File: config.mk
export PLATFORM = sky130hd
export DESIGN_NAME = press_timer_flat
export DESIGN_NICKNAME = d
export VERILOG_FILES = /design/src/rtl/press_timer_pkg.sv /design/src/rtl/press_timer_if.sv /design/src/rtl/press_timer_key_debouncer.sv /design/src/rtl/press_timer.sv /design/src/flat_wrapper.sv
export SDC_FILE = /design/constraint.sdc
export NUM_CORES = 1
export LEC_CHECK = 0
export BUFFER_PORTS_ARGS = -buffer_cell sky130_fd_sc_hd__buf_2
export CAP_MARGIN = 25
export CORE_MARGIN = 1.5
export CORE_UTILIZATION = 40
export DETAILED_ROUTE_END_ITERATION = 10
export PLACE_DENSITY = 0.67
export SYNTH_ARGS = -nofsm -noshare
export SYNTH_HDL_FRONTEND = slang
export SYNTH_SLANG_ARGS = --single-unit
File: constraint.sdc
create_clock -name clk -period 2.1 [get_ports clk]
set_input_delay 0.21 -clock clk [delete_from_list [all_inputs] [get_ports clk]]
set_output_delay 0.21 -clock clk [all_outputs]
set_load 0.02 [all_outputs]
File: src/rtl/press_timer_pkg.sv
// press_timer_pkg: shared types and constants for the press_timer slice.
//   state_e          FSM state encoding (IDLE, CHARGE, HOLD, LOCK)
//   PRESS_TIME_MAX   saturation value of press_time
//   DEF_*            default values for the press_timer / key_debouncer parameters
//   sat_inc()        saturating increment of a press_time value
package press_timer_pkg;

  typedef enum logic [1:0] {
    ST_IDLE   = 2'd0,
    ST_CHARGE = 2'd1,
    ST_HOLD   = 2'd2,
    ST_LOCK   = 2'd3
  } state_e;

  localparam logic [3:0] PRESS_TIME_MAX = 4'd15;

  localparam int DEF_DEBOUNCE_CYCLES = 16;
  localparam int DEF_TICKS_PER_STEP  = 4;
  localparam int DEF_HOLD_TIMEOUT    = 2;

  function automatic logic [3:0] sat_inc(input logic [3:0] v);
    return (v == PRESS_TIME_MAX) ? v : v + 4'd1;
  endfunction

endpackage

File: src/rtl/press_timer_if.sv
// press_timer_if: button/display-side signal bundle of press_timer.
//   key_in        raw jump button (asynchronous), 1 = pressed
//   frame_tick    one-cycle strobe at the frame/animation rate
//   flight_busy   display stage is animating a jump
//   is_pressing   a charge is in progress
//   press_time    charge amount (4 bits)
//   release_pulse one-cycle strobe on the cycle CHARGE exits
// master: the environment driving the button/display; slave: press_timer.
interface press_timer_if;
  logic       key_in;
  logic       frame_tick;
  logic       flight_busy;
  logic       is_pressing;
  logic [3:0] press_time;
  logic       release_pulse;

  modport master (
    output key_in, frame_tick, flight_busy,
    input  is_pressing, press_time, release_pulse
  );

  modport slave (
    input  key_in, frame_tick, flight_busy,
    output is_pressing, press_time, release_pulse
  );
endinterface

File: src/rtl/press_timer_key_debouncer.sv
// key_debouncer: accepts a new level on din only after DEBOUNCE_CYCLES
// consecutive samples that differ from the current output.
//   clk    system clock
//   rst_n  asynchronous active-low reset (output and counter clear to 0)
//   din    synchronised input level
//   dout   debounced level
module key_debouncer
  import press_timer_pkg::*;
#(
  parameter int DEBOUNCE_CYCLES = DEF_DEBOUNCE_CYCLES
) (
  input  logic clk,
  input  logic rst_n,
  input  logic din,
  output logic dout
);

  localparam int CW = $clog2(DEBOUNCE_CYCLES + 1);
  localparam logic [CW-1:0] CNT_LAST = CW'(DEBOUNCE_CYCLES - 1);

  logic [CW-1:0] cnt_q, cnt_d;
  logic          dout_q, dout_d;

  // A matching sample restarts the run; the Nth mismatch flips the output.
  always_comb begin
    cnt_d  = '0;
    dout_d = dout_q;
    if (din != dout_q) begin
      if (cnt_q == CNT_LAST) begin
        dout_d = din;
      end else begin
        cnt_d = cnt_q + 1'b1;
      end
    end
  end

  always_ff @(posedge clk or negedge rst_n) begin
    if (!rst_n) begin
      cnt_q  <= '0;
      dout_q <= 1'b0;
    end else begin
      cnt_q  <= cnt_d;
      dout_q <= dout_d;
    end
  end

  assign dout = dout_q;

endmodule

File: src/rtl/press_timer.sv
// press_timer: jump-button charge timer. Measures how long the key is held
// in units of TICKS_PER_STEP frame ticks, freezes the result on release and
// locks out new charges until the display has finished the jump.
//   clk          system clock (rising edge)
//   rst_n        asynchronous active-low reset
//   bus          press_timer_if.slave (key_in, frame_tick, flight_busy in;
//                is_pressing, press_time, release_pulse out)
// Optional build macro PRESS_TIMER_DEBOUNCE_EN: inserts key_debouncer after
// the synchroniser; otherwise the synchronised key is used directly.
//
// state  | meaning
// IDLE   | waiting for a fresh key press; press_time held at 0
// CHARGE | key held; press_time grows every TICKS_PER_STEP frame ticks
// HOLD   | key released; waiting for flight_busy or a frame-tick timeout
// LOCK   | jump animating; waiting for flight_busy to fall
module press_timer
  import press_timer_pkg::*;
#(
  parameter int DEBOUNCE_CYCLES = DEF_DEBOUNCE_CYCLES,
  parameter int TICKS_PER_STEP  = DEF_TICKS_PER_STEP,
  parameter int HOLD_TIMEOUT    = DEF_HOLD_TIMEOUT
) (
  input  logic            clk,
  input  logic            rst_n,
  press_timer_if.slave    bus
);

  localparam int SW = $clog2(TICKS_PER_STEP);
  localparam int HW = $clog2(HOLD_TIMEOUT + 1);
  localparam logic [SW-1:0] STEP_LAST = SW'(TICKS_PER_STEP - 1);
  localparam logic [HW-1:0] HOLD_LOAD = HW'(HOLD_TIMEOUT - 1);

  if (DEBOUNCE_CYCLES < 1 || TICKS_PER_STEP < 2 || HOLD_TIMEOUT < 1) begin : g_bad_params
    $error("press_timer: unsupported parameter values");
  end

  logic [1:0]    sync_q;
  logic          key_sync, key_stable;
  logic          key_prev_q, busy_prev_q;
  logic [1:0]    prime_q;
  logic          armed_q;
  state_e        state_q, state_d;
  logic [SW-1:0] step_q, step_d;
  logic [HW-1:0] hold_q, hold_d;
  logic [3:0]    press_q, press_d;
  logic          release_d;
  logic          key_rise, key_fall, busy_fall;

  assign key_sync = sync_q[1];

`ifdef PRESS_TIMER_DEBOUNCE_EN
  key_debouncer #(
    .DEBOUNCE_CYCLES(DEBOUNCE_CYCLES)
  ) u_key_debouncer (
    .clk   (clk),
    .rst_n (rst_n),
    .din   (key_sync),
    .dout  (key_stable)
  );
`else
  assign key_stable = key_sync;
`endif

  assign key_rise  = key_stable & ~key_prev_q;
  assign key_fall  = ~key_stable & key_prev_q;
  assign busy_fall = ~bus.flight_busy & busy_prev_q;

  always_comb begin
    state_d   = state_q;
    step_d    = step_q;
    hold_d    = hold_q;
    press_d   = press_q;
    release_d = 1'b0;
    case (state_q)
      ST_IDLE: begin
        press_d = '0;
        step_d  = '0;
        hold_d  = '0;
        if (key_rise && armed_q && !bus.flight_busy) begin
          state_d = ST_CHARGE;
        end
      end
      ST_CHARGE: begin
        // Release has priority over a coincident frame tick.
        if (key_fall) begin
          state_d   = ST_HOLD;
          release_d = 1'b1;
          step_d    = '0;
          hold_d    = HOLD_LOAD;
        end else if (bus.frame_tick) begin
          if (step_q == STEP_LAST) begin
            step_d  = '0;
            press_d = sat_inc(press_q);
          end else begin
            step_d = step_q + 1'b1;
          end
        end
      end
      ST_HOLD: begin
        if (bus.flight_busy) begin
          state_d = ST_LOCK;
        end else if (bus.frame_tick) begin
          if (hold_q == '0) begin
            state_d = ST_IDLE;
            press_d = '0;
          end else begin
            hold_d = hold_q - 1'b1;
          end
        end
      end
      ST_LOCK: begin
        if (busy_fall) begin
          state_d = ST_IDLE;
          press_d = '0;
        end
      end
      default: begin
        state_d = ST_IDLE;
        press_d = '0;
      end
    endcase
  end

  // prime_q marks when key_sync carries a real post-reset sample; the key
  // must be seen released after that before any charge may start, so a key
  // held through reset cannot trigger a charge.
  always_ff @(posedge clk or negedge rst_n) begin
    if (!rst_n) begin
      sync_q      <= '0;
      key_prev_q  <= 1'b0;
      busy_prev_q <= 1'b0;
      prime_q     <= '0;
      armed_q     <= 1'b0;
      state_q     <= ST_IDLE;
      step_q      <= '0;
      hold_q      <= '0;
      press_q     <= '0;
    end else begin
      sync_q      <= {sync_q[0], bus.key_in};
      key_prev_q  <= key_stable;
      busy_prev_q <= bus.flight_busy;
      prime_q     <= {prime_q[0], 1'b1};
      armed_q     <= armed_q | (prime_q[1] & ~key_sync);
      state_q     <= state_d;
      step_q      <= step_d;
      hold_q      <= hold_d;
      press_q     <= press_d;
    end
  end

  assign bus.is_pressing   = (state_q == ST_CHARGE);
  assign bus.press_time    = press_q;
  assign bus.release_pulse = release_d;

endmodule

File: src/flat_wrapper.sv
// flat-port wrapper written by rule: the top's interface ports become plain ports
module press_timer_flat import press_timer_pkg::*;
#(
  parameter int DEBOUNCE_CYCLES = DEF_DEBOUNCE_CYCLES,
  parameter int TICKS_PER_STEP  = DEF_TICKS_PER_STEP,
  parameter int HOLD_TIMEOUT    = DEF_HOLD_TIMEOUT
)
  (clk, rst_n, bus_key_in, bus_frame_tick, bus_flight_busy, bus_is_pressing, bus_press_time, bus_release_pulse);
  press_timer_if bus_i ();
  input  logic clk;
  input  logic rst_n;
  input wire logic [$bits(bus_i.key_in)-1:0] bus_key_in;
  input wire logic [$bits(bus_i.frame_tick)-1:0] bus_frame_tick;
  input wire logic [$bits(bus_i.flight_busy)-1:0] bus_flight_busy;
  output wire logic [$bits(bus_i.is_pressing)-1:0] bus_is_pressing;
  output wire logic [$bits(bus_i.press_time)-1:0] bus_press_time;
  output wire logic [$bits(bus_i.release_pulse)-1:0] bus_release_pulse;
  assign bus_i.key_in = bus_key_in;
  assign bus_i.frame_tick = bus_frame_tick;
  assign bus_i.flight_busy = bus_flight_busy;
  assign bus_is_pressing = bus_i.is_pressing;
  assign bus_press_time = bus_i.press_time;
  assign bus_release_pulse = bus_i.release_pulse;
  press_timer #(.DEBOUNCE_CYCLES(DEBOUNCE_CYCLES), .TICKS_PER_STEP(TICKS_PER_STEP), .HOLD_TIMEOUT(HOLD_TIMEOUT)) u_core (.clk(clk), .rst_n(rst_n), .bus(bus_i));
endmodule
==> flow_metrics.py <==
metrics = {
    "route": {
        "routedWlPerCell_microns": 12.46,
        "routed_wl_microns": 1607,
        "ant_nets": 0,
        "vias": 708,
        "first_iter_violations": 21,
        "via_per_inst": 5.488,
        "drc": 0,
        "first_pass_iters": 5,
    },
    "setup_path": {
        "r2r_slack_ns": 0.24,
        "cp-end-kind": "flop",
        "worstPathArrival_ns": 2.09,
        "worst_r2r_path_depth": 6,
        "slowest_delay_ns": 0.50,
        "rr_endpoint": "u_core.bus.press_time[0]",
        "crit_type": "reg -> reg",
        "cp_top_family": "simple AND/OR/NAND/NOR gates",
        "path_buf_inv": 1,
        "required_ns": 2.33,
        "cp_max_fo": 7,
        "r2r-start": "u_core.state_q[0]",
        "crit_path_start_kind": "flop",
        "slowest_stage": "or4_1",
        "path_common_cell": "nand3_1",
        "crit_chain": "inv_1 -> ha_1 -> a21bo_2 -> nand3_1 -> or4_1 -> nand3_1",
    },
    "final_layout": {
        "syn2layout_area_growth_pct": 13.35,
        "layout-drive-gt1-share_pct": 16.67,
        "final_area_sq_um": 1020,
        "antenna_cells": 0,
        "utilization_pct": 49.94,
        "fin_nets": 115,
    },
    "synth": {
        "synth_edf_count": 0,
        "synth_area_leaders": "dfrtp_1 (47%), ha_1 (9.7%), nand2_1 (3.8%), mux2i_1 (3.3%), and3_1 (2.8%)",
        "synth_top_cell_by_area": "dfrtp_1",
        "synth_top_area_share_pct": 47.29,
        "synth_flop_cell": "dfrtp_1",
        "ys_seq_area_share_pct": 47.29,
        "synthCells": 88,
        "synthTopCellsByCount": "dfrtp_1 (17), nand2_1 (9), ha_1 (7)",
        "synth.most_common_cell": "dfrtp_1",
        "ys_ff_latch": 17,
        "synth_warnings": 0,
        "synth-async-reset-ratio_pct": 100.0,
        "synthesis.area_sq_um": 899.6,
        "synth_cell_types": 33,
        "syn_avg_cell_area_sq_um": 10.22,
        "synth_nets": 100,
    },
    "power": {
        "peakVddDrop_uv": 647.2,
        "power.density_nw_per_um2": 1119,
        "p_leak_nw": 0.5033,
    },
    "floorplan": {
        "die_x_microns": 50.43,
        "rows": 16,
        "die-area_sq_um": 2543,
        "die_h_microns": 50.43,
        "initial_core_util_pct": 44.06,
        "num_io_pins": 11,
        "design.core.area_sq_um": 2042,
    },
    "grt": {
        "grt_usage_pct": 14.44,
        "grt_pass1_wl_microns": 2780,
        "grt_max_degree": 18,
        "grt_pass1_vias": 686,
        "grt-ovfl-total": 0,
        "antenna_found_initial": 0,
    },
    "clock_network": {
        "cts.htree.levels": 1,
        "cts_buffer_depth": 2,
        "root_buffer": "clkbuf_4",
        "clock_latency_ns": 0.29,
        "cts_tree": "yes",
        "clkSlewWorstSetupHoldPaths_ns": 0.10,
        "numCtsBuffers": 3,
        "clkSinkCount": 17,
    },
    "timing": {
        "max_freq_mhz": 539.0,
        "slew_headroom_pct": 61.50,
        "tns_ns": 0,
        "rsz0062_at_grt": "no",
        "tightest_slew_ns": 0.5775,
        "finalCriticalPeriod_ns": 1.855,
        "finClkSkew_ns": 0.003034,
        "slew_viol_final": 0,
        "finalCritPeriodShare_pct": 88.35,
        "hold_viol": 0,
        "report.final.setup_viol": 0,
    },
    "place": {
        "dp_hpwl_microns": 1170,
        "io_buffer_count": 10,
        "gp_congestion": 0.7417,
        "place_area_sq_um": 972.2,
    },
    "min_path": {
        "min-delay-start": "bus_flight_busy",
        "whs_path_depth": 1,
        "min_to": "u_core.busy_prev_q",
        "hp-class": "in -> reg",
    },
    "outcome": {
        "status": "completed",
    },
    "flow_run": {
        "max_cap_viol_count": 0,
    },
}
report_power, final:
part / total [mW] / switching [mW] / internal, mW
Combinational: 0.532 / 0.311 / 0.221
Clock: 0.173 / 0.102 / 0.0709
Sequential: 0.436 / 0.0500 / 0.386
Total: 1.14 / 0.462 / 0.679
per-layer routing:
layer	wire [microns]	vias up	track usage [%]	share of wire [%]
met5	0	-	0	0
met4	6	0	4.505	0.37
met3	90	2	5.952	5.6
met2	768	18	25.00	48
met1	742	343	16.06	46
li1	-	345	-	-
sequential cells by signal, summed over array words and instances (netlist names):
register	count
u_core.sync_q	2
u_core.hold_q	2
u_core.step_q	2
u_core.prime_q	2
u_core.key_prev_q	1
u_core.busy_prev_q	1
u_core.armed_q	1
u_core.bus.press_time	4
u_core.state_q	2
timing repair:
action	in CTS	in global routing
gates resized for setup	0	0
hold buffers	1	1
setup buffers	0	0
endpoints found under the hold margin	17	1
cell type report:
cell class                      count  area (sq um)
Multi-Input combinational cell     63         440.4
Tap cell                           27         33.78
Clock buffer                        3         22.52
Timing Repair Buffer               12         70.07
Clock inverter                      1         5.005
Fill cell                         200          1022
Inverter                            6         22.52
Sequential cell                    17         425.4
per-stage QoR:
stage	setup WS (ns)	hold slack (ns)	std cells	total power [mW]
after floorplan	0.3006	-0.08559	88	0.8457
after global placement	0.2885	0.1504	123	0.9414
after detailed placement	0.2606	0.1568	123	0.9675
after CTS	0.2343	0.007341	128	1.150
after global routing	0.1189	0.08976	129	1.234
final	0.2446	0.1014	129	1.141
cells by family after synthesis:
group / Yosys count / share of synthesized area, %
adders and majority gates: 7 / 9.735
and+or+nand+nor: 32 / 19.61
DFF: 17 / 47.29
muxes: 3 / 3.338
AOI/OAI and AO/OA: 20 / 15.86
other: 1 / 0.4168
buffers and inverters: 8 / 3.755
placed cells by master (no fill, tap or decap), types with 3 or more instances in the layout:
cell      count
inv_1         6
nand2_1       9
a21oi_1       3
mux2i_1       3
nand3_1       5
ha_1          7
a31oi_1       3
buf_2        10
clkbuf_4      3
nor2_1        5
dfrtp_1      17
and3_1        4
worst max-delay path by stage:
stage,cells after the start,start,endpoint
2_1_floorplan,6,u_core.state_q[1],u_core.bus.press_time[0]
3_3_place_gp,6,u_core.state_q[0],u_core.bus.press_time[0]
3_5_place_dp,6,u_core.state_q[0],u_core.bus.press_time[0]
4_1_cts,6,u_core.state_q[0],u_core.bus.press_time[0]
5_1_grt,6,u_core.state_q[0],u_core.bus.press_time[0]
6_report,6,u_core.state_q[0],u_core.bus.press_time[0]
Note: power is estimated with default switching activity, not from simulation.
